<file path="config.mk">
export PLATFORM = sky130hd
export DESIGN_NAME = register_read_stage_flat
export DESIGN_NICKNAME = d
export VERILOG_FILES = /design/src/rtl/mips_pkg.sv /design/src/rtl/register_read_stage_if.sv /design/src/rtl/register_read_stage_hazard_detect.sv /design/src/rtl/register_read_stage.sv /design/src/flat_wrapper.sv
export SDC_FILE = /design/constraint.sdc
export NUM_CORES = 1
export LEC_CHECK = 0
export ABC_AREA = 1
export CORE_MARGIN = 2
export CORE_UTILIZATION = 30
export CTS_BUF_LIST = sky130_fd_sc_hd__clkbuf_4
export DETAILED_ROUTE_END_ITERATION = 6
export PLACE_DENSITY_LB_ADDON = 0.08
export REMOVE_ABC_BUFFERS = 1
export SLEW_MARGIN = 5
export SYNTH_ARGS = -nofsm -noshare
export SYNTH_HDL_FRONTEND = slang
export SYNTH_SLANG_ARGS = --single-unit
</file>
<file path="constraint.sdc">
create_clock -name clk -period 1.5 [get_ports clk]
set_input_delay 0.3 -clock clk [delete_from_list [all_inputs] [get_ports clk]]
set_output_delay 0.3 -clock clk [all_outputs]
set_load 0.05 [all_outputs]
</file>
<file path="src/rtl/mips_pkg.sv">
// mips_pkg: shared MIPS opcodes, instruction field positions and decode helpers
package mips_pkg;
   localparam int DEFAULT_DATA_WIDTH = 32;
   localparam int DEFAULT_ADDR_WIDTH = 5;
   localparam logic [5:0] OP_RTYPE = 6'h00;
   localparam logic [5:0] OP_BEQ   = 6'h04;
   localparam logic [5:0] OP_BNE   = 6'h05;
   localparam logic [5:0] OP_SW    = 6'h2B;
   localparam logic [5:0] OP_LW    = 6'h23;
   localparam logic [5:0] OP_ANDI  = 6'h0C;
   localparam logic [5:0] OP_ORI   = 6'h0D;
   localparam logic [5:0] OP_XORI  = 6'h0E;
   localparam int OP_HI = 31, OP_LO = 26;
   localparam int RS_HI = 25, RS_LO = 21;
   localparam int RT_HI = 20, RT_LO = 16;
   localparam int RD_HI = 15, RD_LO = 11;
   localparam int SH_HI = 10, SH_LO = 6;
   localparam int FN_HI = 5, FN_LO = 0;
   localparam int IMM_HI = 15, IMM_LO = 0;
   typedef enum logic {RUN, BUBBLE} state_t;
   function automatic logic zero_extends(input logic [5:0] op);
      return op inside {OP_ANDI, OP_ORI, OP_XORI};
   endfunction
   function automatic logic reads_rt(input logic [5:0] op);
      return op inside {OP_RTYPE, OP_SW, OP_BEQ, OP_BNE};
   endfunction
endpackage

</file>
<file path="src/rtl/register_read_stage_if.sv">
// register_read_stage_if: fetch handshake plus register-file read and write-back snoop ports
interface register_read_stage_if import mips_pkg::*; #(
   parameter int DATA_WIDTH = DEFAULT_DATA_WIDTH,
   parameter int ADDR_WIDTH = DEFAULT_ADDR_WIDTH
);
   logic                  instruction_valid;
   logic [31:0]           instruction;
   logic                  instruction_ready;
   logic [ADDR_WIDTH-1:0] read_register_1;
   logic [ADDR_WIDTH-1:0] read_register_2;
   logic [DATA_WIDTH-1:0] read_data_1;
   logic [DATA_WIDTH-1:0] read_data_2;
   logic                  register_write;
   logic [ADDR_WIDTH-1:0] write_register;
   logic [DATA_WIDTH-1:0] write_data;
   modport master (
      output instruction_valid, instruction, read_data_1, read_data_2,
             register_write, write_register, write_data,
      input  instruction_ready, read_register_1, read_register_2
   );
   modport slave (
      input  instruction_valid, instruction, read_data_1, read_data_2,
             register_write, write_register, write_data,
      output instruction_ready, read_register_1, read_register_2
   );
endinterface

</file>
<file path="src/rtl/register_read_stage_hazard_detect.sv">
// hazard_detect: load-use hazard between the instruction in ID and a load in EX
module hazard_detect import mips_pkg::*; #(
   parameter int ADDR_WIDTH = DEFAULT_ADDR_WIDTH
) (
   input  logic                  valid,
   input  logic [5:0]            opcode,
   input  logic [ADDR_WIDTH-1:0] rs,
   input  logic [ADDR_WIDTH-1:0] rt,
   input  logic                  ex_mem_read,
   input  logic [ADDR_WIDTH-1:0] ex_write_register,
   output logic                  hazard
);
   logic uses_rt;
   assign uses_rt = reads_rt(opcode);
   assign hazard  = valid & ex_mem_read & (ex_write_register != '0) &
                    ((ex_write_register == rs) | (uses_rt & (ex_write_register == rt)));
endmodule

</file>
<file path="src/rtl/register_read_stage.sv">
// register_read_stage: owns IF/ID, reads the register file with write-back bypass, fills ID/EX
module register_read_stage import mips_pkg::*; #(
   parameter int DATA_WIDTH = DEFAULT_DATA_WIDTH,
   parameter int ADDR_WIDTH = DEFAULT_ADDR_WIDTH
) (
   input  logic                  clk,
   input  logic                  reset_n,
   register_read_stage_if.slave  bus,
   input  logic                  ex_mem_read,
   input  logic [ADDR_WIDTH-1:0] ex_write_register,
   input  logic                  ex_stall,
   input  logic                  flush,
   output logic                  id_ex_valid,
   output logic [DATA_WIDTH-1:0] id_ex_rs_data,
   output logic [DATA_WIDTH-1:0] id_ex_rt_data,
   output logic [ADDR_WIDTH-1:0] id_ex_rs,
   output logic [ADDR_WIDTH-1:0] id_ex_rt,
   output logic [ADDR_WIDTH-1:0] id_ex_rd,
   output logic [DATA_WIDTH-1:0] id_ex_immediate,
   output logic [5:0]            id_ex_opcode,
   output logic [5:0]            id_ex_funct,
   output logic [4:0]            id_ex_shamt,
   output logic                  load_use_stall,
   output logic [7:0]            stall_count
);
   state_t                state, state_next;
   logic                  if_id_valid;
   logic [31:0]           if_id_instruction;
   logic [5:0]            opcode;
   logic [ADDR_WIDTH-1:0] rs, rt, rd;
   logic [15:0]           imm16;
   logic [DATA_WIDTH-1:0] rs_data, rt_data, immediate;
   logic                  hazard, take;

   assign opcode = if_id_instruction[OP_HI:OP_LO];
   assign rs     = if_id_instruction[RS_HI:RS_LO];
   assign rt     = if_id_instruction[RT_HI:RT_LO];
   assign rd     = if_id_instruction[RD_HI:RD_LO];
   assign imm16  = if_id_instruction[IMM_HI:IMM_LO];
   assign bus.read_register_1 = rs;
   assign bus.read_register_2 = rt;
   assign rs_data = (rs == '0) ? '0 : (bus.register_write && bus.write_register == rs) ? bus.write_data : bus.read_data_1;
   assign rt_data = (rt == '0) ? '0 : (bus.register_write && bus.write_register == rt) ? bus.write_data : bus.read_data_2;
   assign immediate = zero_extends(opcode) ? {{(DATA_WIDTH-16){1'b0}}, imm16} : {{(DATA_WIDTH-16){imm16[15]}}, imm16};
   assign take = bus.instruction_ready & if_id_valid;

   hazard_detect #(.ADDR_WIDTH(ADDR_WIDTH)) u_hazard (
      .valid             (if_id_valid),
      .opcode            (opcode),
      .rs                (rs),
      .rt                (rt),
      .ex_mem_read       (ex_mem_read),
      .ex_write_register (ex_write_register),
      .hazard            (hazard)
   );

   // FSM state register
   always_ff @(posedge clk or negedge reset_n)
      if (!reset_n) state <= RUN;
      else state <= state_next;

   // next state and handshake: flush beats stall beats hazard; a hazard inserts one bubble
   always_comb begin
      state_next = state;
      bus.instruction_ready = 1'b0;
      load_use_stall = 1'b0;
      if (flush) state_next = RUN;
      else if (!ex_stall) begin
         state_next = hazard ? BUBBLE : RUN;
         bus.instruction_ready = reset_n & ~hazard;
         load_use_stall = reset_n & hazard;
      end
   end

   // IF/ID register and bubble counter
   always_ff @(posedge clk or negedge reset_n)
      if (!reset_n) begin
         if_id_valid <= 1'b0;
         if_id_instruction <= '0;
         stall_count <= '0;
      end else begin
         if (flush) if_id_valid <= 1'b0;
         else if (bus.instruction_ready) begin
            if_id_valid <= bus.instruction_valid;
            if_id_instruction <= bus.instruction;
         end
         if (load_use_stall && stall_count != 8'hFF) stall_count <= stall_count + 8'd1;
      end

   // ID/EX register: decoded IF/ID on advance, zeroed bubble on hazard/flush/invalid, held on stall
   always_ff @(posedge clk or negedge reset_n)
      if (!reset_n) begin
         id_ex_valid <= 1'b0;
         id_ex_rs_data <= '0;
         id_ex_rt_data <= '0;
         id_ex_rs <= '0;
         id_ex_rt <= '0;
         id_ex_rd <= '0;
         id_ex_immediate <= '0;
         id_ex_opcode <= '0;
         id_ex_funct <= '0;
         id_ex_shamt <= '0;
      end else if (flush || !ex_stall) begin
         id_ex_valid <= take;
         id_ex_rs_data <= take ? rs_data : '0;
         id_ex_rt_data <= take ? rt_data : '0;
         id_ex_rs <= take ? rs : '0;
         id_ex_rt <= take ? rt : '0;
         id_ex_rd <= take ? rd : '0;
         id_ex_immediate <= take ? immediate : '0;
         id_ex_opcode <= take ? opcode : '0;
         id_ex_funct <= take ? if_id_instruction[FN_HI:FN_LO] : '0;
         id_ex_shamt <= take ? if_id_instruction[SH_HI:SH_LO] : '0;
      end
endmodule
</file>
<file path="src/flat_wrapper.sv">
// flat-port wrapper written by rule: the top's interface ports become plain ports
module register_read_stage_flat import mips_pkg::*;
#(
   parameter int DATA_WIDTH = DEFAULT_DATA_WIDTH,
   parameter int ADDR_WIDTH = DEFAULT_ADDR_WIDTH
)
  (clk, reset_n, ex_mem_read, ex_write_register, ex_stall, flush, id_ex_valid, id_ex_rs_data, id_ex_rt_data, id_ex_rs, id_ex_rt, id_ex_rd, id_ex_immediate, id_ex_opcode, id_ex_funct, id_ex_shamt, load_use_stall, stall_count, bus_instruction_valid, bus_instruction, bus_read_data_1, bus_read_data_2, bus_register_write, bus_write_register, bus_write_data, bus_instruction_ready, bus_read_register_1, bus_read_register_2);
  register_read_stage_if #(.DATA_WIDTH(DATA_WIDTH), .ADDR_WIDTH(ADDR_WIDTH)) bus_i ();
  input  logic clk;
  input  logic reset_n;
  input  logic ex_mem_read;
  input  logic [ADDR_WIDTH-1:0] ex_write_register;
  input  logic ex_stall;
  input  logic flush;
  output logic id_ex_valid;
  output logic [DATA_WIDTH-1:0] id_ex_rs_data;
  output logic [DATA_WIDTH-1:0] id_ex_rt_data;
  output logic [ADDR_WIDTH-1:0] id_ex_rs;
  output logic [ADDR_WIDTH-1:0] id_ex_rt;
  output logic [ADDR_WIDTH-1:0] id_ex_rd;
  output logic [DATA_WIDTH-1:0] id_ex_immediate;
  output logic [5:0] id_ex_opcode;
  output logic [5:0] id_ex_funct;
  output logic [4:0] id_ex_shamt;
  output logic load_use_stall;
  output logic [7:0] stall_count;
  input wire logic [$bits(bus_i.instruction_valid)-1:0] bus_instruction_valid;
  input wire logic [$bits(bus_i.instruction)-1:0] bus_instruction;
  input wire logic [$bits(bus_i.read_data_1)-1:0] bus_read_data_1;
  input wire logic [$bits(bus_i.read_data_2)-1:0] bus_read_data_2;
  input wire logic [$bits(bus_i.register_write)-1:0] bus_register_write;
  input wire logic [$bits(bus_i.write_register)-1:0] bus_write_register;
  input wire logic [$bits(bus_i.write_data)-1:0] bus_write_data;
  output wire logic [$bits(bus_i.instruction_ready)-1:0] bus_instruction_ready;
  output wire logic [$bits(bus_i.read_register_1)-1:0] bus_read_register_1;
  output wire logic [$bits(bus_i.read_register_2)-1:0] bus_read_register_2;
  assign bus_i.instruction_valid = bus_instruction_valid;
  assign bus_i.instruction = bus_instruction;
  assign bus_i.read_data_1 = bus_read_data_1;
  assign bus_i.read_data_2 = bus_read_data_2;
  assign bus_i.register_write = bus_register_write;
  assign bus_i.write_register = bus_write_register;
  assign bus_i.write_data = bus_write_data;
  assign bus_instruction_ready = bus_i.instruction_ready;
  assign bus_read_register_1 = bus_i.read_register_1;
  assign bus_read_register_2 = bus_i.read_register_2;
  register_read_stage #(.DATA_WIDTH(DATA_WIDTH), .ADDR_WIDTH(ADDR_WIDTH)) u_core (.clk(clk), .reset_n(reset_n), .bus(bus_i), .ex_mem_read(ex_mem_read), .ex_write_register(ex_write_register), .ex_stall(ex_stall), .flush(flush), .id_ex_valid(id_ex_valid), .id_ex_rs_data(id_ex_rs_data), .id_ex_rt_data(id_ex_rt_data), .id_ex_rs(id_ex_rs), .id_ex_rt(id_ex_rt), .id_ex_rd(id_ex_rd), .id_ex_immediate(id_ex_immediate), .id_ex_opcode(id_ex_opcode), .id_ex_funct(id_ex_funct), .id_ex_shamt(id_ex_shamt), .load_use_stall(load_use_stall), .stall_count(stall_count));
endmodule
</file>
==> results of run 1 <==
==> layout by cell type (no fill, tap or decap), drive strengths merged, types with 6 or more instances in the layout <==
master | Yosys | layout
or2 | 6 | 6
clkdlybuf4s50 | 0 | 143
a21oi | 7 | 7
inv | 62 | 64
o21ai | 53 | 53
nand3 | 80 | 80
clkbuf | 28 | 22
buf | 57 | 316
o21a | 29 | 29
dfrtp | 139 | 139
nand2 | 402 | 402
nor2 | 17 | 17
xor2 | 7 | 7
==> power by group through the flow <==
| stage | Combinational (mW) | Clock [mW] | Sequential [mW] |
|---|---|---|---|
| 2_1_floorplan | 0.602 | 0 | 4.44 |
| 3_3_place_gp | 2.39 | 0 | 4.16 |
| 3_5_place_dp | 2.40 | 0 | 4.16 |
| 4_1_cts | 2.83 | 2.78 | 4.10 |
| 5_1_grt | 3.10 | 2.95 | 4.13 |
| 6_report | 2.92 | 2.69 | 4.11 |
==> worst reg2reg max path: cells and delay by family, from the launching register on <==
kind / cells / cell delay, ns
buffers and inverters: 7 / 0.81
AND/OR/NAND/NOR: 8 / 0.66
flip-flops: 1 / 0.44
AO/OA/AOI/OAI: 1 / 0.17
==> synthesized netlist by cell type, drive strengths merged <==
master / number / area, um^2
nand2: 402 / 1520
dfrtp: 139 / 3480
nand3: 80 / 400
inv: 62 / 233
buf: 57 / 413
o21ai: 53 / 265
o21a: 29 / 218
clkbuf: 28 / 109
nor2: 17 / 80.1
a21oi: 7 / 35.0
xor2: 7 / 61.3
or2: 6 / 37.5
nor3: 4 / 25.0
nand3b: 3 / 22.5
nand4: 3 / 25.0
xnor2: 3 / 26.3
a21boi: 2 / 15.0
ha: 1 / 12.5
o211ai: 1 / 7.51
==> cell type report <==
cell class,instances,area (um^2),share of cell area (%)
clock inverters,14,171,1.21
flip-flops and latches,139,3500,24.7
multi-input cells,618,3120,22.0
clock buffers,18,135,0.953
diodes,1,2.50,0.0176
repair buffers,464,6620,46.7
inverters,62,243,1.71
well taps,313,392,2.76
==> final timing paths <==
| path | slack [ns] | cells after the start | startpoint | to |
|---|---|---|---|---|
| setup reg to reg | -0.67 | 16 | u_core.if_id_instruction[22] | u_core.id_ex_rt_data[16] |
| setup / recovery | -0.75 | 9 | u_core.if_id_instruction[22] | load_use_stall |
| hold / removal | 0.20 | 5 | reset_n | u_core.if_id_valid |
| hold reg to reg | 0.48 | 2 | u_core.if_id_instruction[10] | u_core.id_ex_immediate[10] |
| max in group asynchronous | 0.49 | 4 | reset_n | u_core.id_ex_funct[0] |
| min in group asynchronous | 0.43 | 4 | reset_n | u_core.if_id_instruction[1] |
==> layer usage <==
layer | share of wire [%] | wire length, um
met1 | 42 | 11500
met3 | 7.4 | 2050
met2 | 50 | 13700
met4 | 1.2 | 334
met5 | 0 | 0
==> timing repair <==
| item | 4_1_cts | 5_1_grt |
|---|---|---|
| endpoints found under the setup margin | 243 | 286 |
| gates cloned | 20 | 4 |
| endpoints found under the hold margin | 139 | 0 |
| hold buffers | 1 | 0 |
| resized for setup | 185 | 30 |
| setup buffers | 49 | 32 |
| pin swaps | 21 | 10 |
==> logic make-up after synthesis <==
family | Yosys count
compound gates | 92
xor+xnor | 10
fa+ha+maj | 1
buf+inv | 147
flops | 139
simple gates | 515
==> stage by stage <==
step	cell area, um^2	std cells	setup slack (ns)
detailed placement	12100	1509	-0.694
global route	14200	1628	-0.886
global placement	12100	1509	-0.670
finish	14200	1629	-0.747
CTS	13900	1605	-0.771
floorplan	6460	819	-3.98
==> flip-flops by register name, indices dropped and copies added, names as in the netlist <==
signal and count:
u_core.if_id_valid 1, u_core.id_ex_rt_data 32, u_core.id_ex_opcode 6, u_core.if_id_instruction 32, u_core.id_ex_immediate 8, u_core.id_ex_valid 1, u_core.id_ex_rt 5, u_core.id_ex_funct 5
u_core.id_ex_rs_data 32, u_core.id_ex_rs 5, u_core.id_ex_shamt 4, u_core.stall_count 8
==> results.cfg, run 1 <==
[outcome]
outcome = finished, violations left
violations_in_the_final_reports = negative setup slack

[timing]
timing.final.hold_violations = 0
timing.final.crit_share_pct = 150
fin_worst_hold_slack_ns = 0.201
fin_skew_ns = 0.0247
post-route-worst-setup-slack_ns = -0.747
period_needed_ns = 2.25
finalSetupViolCount = 173
tightestPinTransition_ns = 0.666
worst_max_slew_margin_expressed_relative_to_the_limit_pct = 55.6
fmax_mhz = 445
timing_max_transition_violations_final = 0
rsz0062_at_grt = yes
setup-tns-final_ns = -79.23

[global_routing]
antenna_violations_before_repair = 1
global_route.usage.met1_pct = 27.9
number_of_global_route_vias_before_repair = 7496
globalRoute.totalOverflow = 0
grt_start_max_net_pins = 91
gr-usage-met2_pct = 38.9
global_route.usage.met3_pct = 6.42
globalRoute.busiestLayer = met2
grt_first_pass_wirelength_mm = 42.0
gr-usage-all-layers_pct = 22.6

[cts]
h-tree-depth = 4
cts_inserted_buffers = 17
root_buffer = sky130_fd_sc_hd__clkbuf_4
clkLatencyLatePin_ns = 0.57
clock_path_buffers = 2
clkSinkCount = 139
tritoncts = built
clk_pin_slew_ns = 0.12

[die]
die_area_mm2 = 0.0245
placementRows = 55
die_w_um = 157
core_area_mm2 = 0.0228
effective_utilization_at_floorplan_pct = 30.7
ios = 294
die-height_um = 157

[logic_synthesis]
synthAdderAreaFrac_pct = 0.179
syn_area_per_cell_um2 = 7.72
synthesized_area_fraction_occupied_by_ao_oa_aoi_and_oai_cells_pct = 7.74
largest_family_of_logic_cells_by_synthesized_area = simple AND/OR/NAND/NOR gates
ys_warn_count = 0
post_synth_instance_area_mm2 = 0.00698
synth-xor-area-share_pct = 1.25
synth_cell_types = 31
synth-seq-area-share_pct = 49.8
synth_mux_area_share_pct = 0
ys_ff_latch = 139
post_synth_and_or_nand_nor_area_fraction_pct = 30.2
syn_inst = 904

[layout]
final_core_util_pct = 62.3
drive_gt1_share_pct = 35.7
design.final.nets = 1448
area_delta_synth_final_pct = 103
fillerInstances = 1896

[worst_setup_path]
critical_path_data_arrival_time_ns = 1.95
worst-path-buf-inv = 4
critPathRequiredTime_ns = 1.20
cp_max_fo = 3
crit_path_cell_trace = inv_1 -> nand2_1 -> a21oi_1 -> nand3_1 -> nand2_4 -> buf_6 -> nand3_4 -> inv_4 -> buf_12
cp_slowest_cell = sky130_fd_sc_hd__dfrtp_1
worst_setup_start_kind = flop
critical_path_class = reg2out
max_stage_delay_ns = 0.44
critical_path.top_delay_family = flip-flops
worst_setup_path_end_kind = primary output

[power]
seqPwrFrac_pct = 42.3
internal_power_mw = 6.67
switching_power_as_a_share_of_total_power_pct = 31.4
power_leakage_nw = 6.82
max_ir_drop_vdd_mv = 0.413
comb_power_share_pct = 30.0
power.total_mw = 9.72
share_clk_of_total_power_pct = 27.7
p_per_area_mw_per_mm2 = 685
switchingPower_mw = 3.05

[placed_design]
count_of_input_and_output_buffers = 293
gp_congestion = 0.824
dpl.hpwl_mm = 16.8

[detailed_routing]
detail_route.wirelength_mm = 27.6
detailedRoute.firstPassIterationCount = 5
vias = 7349
number_of_remaining_drc_errors = 0
route.detailed.wl_per_inst_um = 17.0
antenna_violating_nets_post_route = 0
detail_route.iter0.violations = 307
routed_via_density = 4.51

[min_path]
hp-class = in2reg

[flow_run]
max_cap_violations = 0
(Power assumes the default switching activity.)
==> inputs of run 2 (changes only) <==
--- a/config.mk
+++ b/config.mk
@@ -6,11 +6,13 @@
 export NUM_CORES = 1
 export LEC_CHECK = 0
 export ABC_AREA = 1
+export CAP_MARGIN = 10
+export CORE_ASPECT_RATIO = 0.75
 export CORE_MARGIN = 2
 export CORE_UTILIZATION = 30
 export CTS_BUF_LIST = sky130_fd_sc_hd__clkbuf_4
 export DETAILED_ROUTE_END_ITERATION = 6
-export PLACE_DENSITY_LB_ADDON = 0.08
+export PLACE_DENSITY = 0.63
 export REMOVE_ABC_BUFFERS = 1
 export SLEW_MARGIN = 5
 export SYNTH_ARGS = -nofsm -noshare
==> run 2 against run 1 <==
The run still ends with negative setup slack left. Critical path type unchanged. Largest power group unchanged. First-iteration DRC count rose by 29%. Non-clock buffer count decreased by 15. Critical path depth unchanged. Sequential share of layout area is 0.47 points lower. Clock skew decreased by 0.0031 ns. Highest routed layer is now met5.
==> results.cfg, run 2 (synthesis gave the netlist of run 1 again) <==
[detailed_routing]
detail_route.wirelength_mm = 27.9
route.detailed.wl_per_inst_um = 17.5
detailedRoute.firstPassIterationCount = 4
detail_route.iter0.violations = 395
routed_via_density = 4.68
antenna_violating_nets_post_route = 0
number_of_remaining_drc_errors = 0
vias = 7489

[die]
die_area_mm2 = 0.0245
core_area_mm2 = 0.0229
die-height_um = 136
die_w_um = 180
ios = 294
effective_utilization_at_floorplan_pct = 30.4
placementRows = 48

[global_routing]
grt_first_pass_wirelength_mm = 42.8
number_of_global_route_vias_before_repair = 7729
grt_start_max_net_pins = 81
gr-usage-all-layers_pct = 22.4
globalRoute.totalOverflow = 0
antenna_violations_before_repair = 3

[timing]
setup-tns-final_ns = -57.89
timing_max_transition_violations_final = 0
timing.final.crit_share_pct = 145
finalSetupViolCount = 172
period_needed_ns = 2.18
timing.final.hold_violations = 0
rsz0062_at_grt = yes
fin_skew_ns = 0.0216
tightestPinTransition_ns = 0.808
worst_max_slew_margin_expressed_relative_to_the_limit_pct = 46.2
fmax_mhz = 459
post-route-worst-setup-slack_ns = -0.678

[layout]
footprint_of_the_flip_flops_and_latches_mm2 = 0.00351
biggestRegsByFlops = u_core.id_ex_rs_data x32, u_core.id_ex_rt_data x32, u_core.if_id_instruction x32
design.final.nets = 1433
drive_gt1_share_pct = 43.8
area_delta_synth_final_pct = 107
total_area_of_multi_input_combinational_cells_mm2 = 0.00369
most_common_cell_after_layout_fill_and_taps_aside = sky130_fd_sc_hd__nand2_1
layout_common_cells = sky130_fd_sc_hd__nand2_1 (291), sky130_fd_sc_hd__buf_12 (172), sky130_fd_sc_hd__clkdlybuf4s50_1 (143)
fillerInstances = 1784
antenna_cells = 0
final_core_util_pct = 63.1

[power]
comb_power_share_pct = 31.3
p_per_area_mw_per_mm2 = 660
switching_power_as_a_share_of_total_power_pct = 33.8
share_clk_of_total_power_pct = 25.0
power_leakage_nw = 7.01
seqPwrFrac_pct = 43.7
switchingPower_mw = 3.23
internal_power_mw = 6.32
max_ir_drop_vdd_mv = 0.437

[cts]
h-tree-depth = 4
clkLatencyLatePin_ns = 0.54
tritoncts = built
clk_pin_slew_ns = 0.13
root_buffer = sky130_fd_sc_hd__clkbuf_4
clkSinkCount = 139
clock_path_buffers = 2
cts_inserted_buffers = 17

[flow_run]
max_cap_violations = 0

[worst_setup_path]
critPathRequiredTime_ns = 1.20
worst_setup_start_kind = flop
critical_path_data_arrival_time_ns = 1.88
critical_path_class = reg2out
crit_path_cell_trace = xnor2_1 -> nand2_1 -> nor2_1 -> nand3_1 -> nand2_2 -> buf_6 -> nand3_4 -> inv_2 -> buf_12
max_stage_delay_ns = 0.47
worst_setup_path_end_kind = primary output
worst-r2r-setup-slack_ns = -0.56
cp_slowest_cell = sky130_fd_sc_hd__dfrtp_2
rr_endpoint = u_core.id_ex_rt_data[19]
reg2regPathDepth = 15
rr_startpoint = u_core.if_id_instruction[16]
cp_max_fo = 2

[min_path]
hp-class = in2reg
worstHoldStart = reset_n
worst_hold_path.num_cells = 5
hold_end = u_core.if_id_valid

[placed_design]
count_of_input_and_output_buffers = 293
dpl.hpwl_mm = 17.6
gp_congestion = 0.882

[outcome]
outcome = finished, violations left
violations_in_the_final_reports = negative setup slack
[run 2: layout make-up]
type                            count  area share, %
Clock buffer                       18          0.934
Clock inverter                     13          0.830
Inverter                           62           1.66
Multi-Input combinational cell    618           25.5
Sequential cell                   139           24.2
Tap cell                          300           2.59
Timing Repair Buffer              449           44.3
[run 2: worst max path at each step]
stage,startpoint,to,slack (ns),depth (start not counted)
after detailed placement,ex_write_register[3],u_core.id_ex_rs_data[21],-0.67,11
after CTS,u_core.if_id_instruction[16],load_use_stall,-0.78,9
after global routing,u_core.if_id_instruction[24],load_use_stall,-0.86,8
after floorplan,u_core.id_ex_immediate[30],u_core.id_ex_immediate[30],-3.98,2
final,u_core.if_id_instruction[16],load_use_stall,-0.68,9
after global placement,ex_write_register[1],bus_instruction_ready,-0.64,12
[run 2: what timing repair did]
action / 4_1_cts / 5_1_grt
buffers inserted: 60 / 30
resized for setup: 248 / 143
hold buffers: 1 / 0
cloned: 18 / 2
pin swaps: 45 / 43
endpoints found under the setup margin: 240 / 266
endpoints found under the hold margin: 80 / 0
[run 2: layer usage]
| metal | track usage (%) | wire (um) | up-vias |
|---|---|---|---|
| li1 | - | - | 3566 |
| met1 | 28.1 | 11400 | 3591 |
| met2 | 37.7 | 13600 | 293 |
| met3 | 7.26 | 2460 | 33 |
| met4 | 5.11 | 405 | 6 |
| met5 | 0 | 40 | - |
[run 2: worst max-delay path, delay by kind of cell (launching register included)]
kind                   cells  cell delay (ns)
XOR/XNOR                   1             0.15
buffers and inverters      3             0.31
flip-flops                 1             0.47
AND/OR/NAND/NOR            5             0.42
[run 2: metrics by stage]
stage | cells | setup WS [ns] | total power [mW] | hold WS (ns) | instance area (um^2)
6_report | 1599 | -0.678 | 9.55 | 0.261 | 14500
5_1_grt | 1599 | -0.858 | 10.0 | 0.238 | 14500
4_1_cts | 1588 | -0.778 | 9.41 | 0.198 | 14000
3_5_place_dp | 1486 | -0.667 | 6.51 | 0.460 | 12000
3_3_place_gp | 1486 | -0.638 | 6.50 | 0.450 | 12000
2_1_floorplan | 819 | -3.98 | 5.05 | 0.00441 | 6460
[run 2: power groups by stage]
stage                     Clock (mW)  Sequential, mW  Combinational (mW)
after floorplan                    0            4.44               0.602
after global placement             0            4.17                2.33
after detailed placement           0            4.17                2.34
after CTS                       2.48            4.13                2.80
after global routing            2.63            4.19                3.18
final                           2.38            4.17                2.99
==> inputs of run 3 (changes only) <==
--- a/config.mk
+++ b/config.mk
@@ -12,6 +12,7 @@
 export CORE_UTILIZATION = 30
 export CTS_BUF_LIST = sky130_fd_sc_hd__clkbuf_4
 export DETAILED_ROUTE_END_ITERATION = 6
+export GPL_TIMING_DRIVEN = 1
 export PLACE_DENSITY = 0.63
 export REMOVE_ABC_BUFFERS = 1
 export SLEW_MARGIN = 5
==> results of run 3 <==
No change in the layout: final DEF, timing and power equal those of run 2.
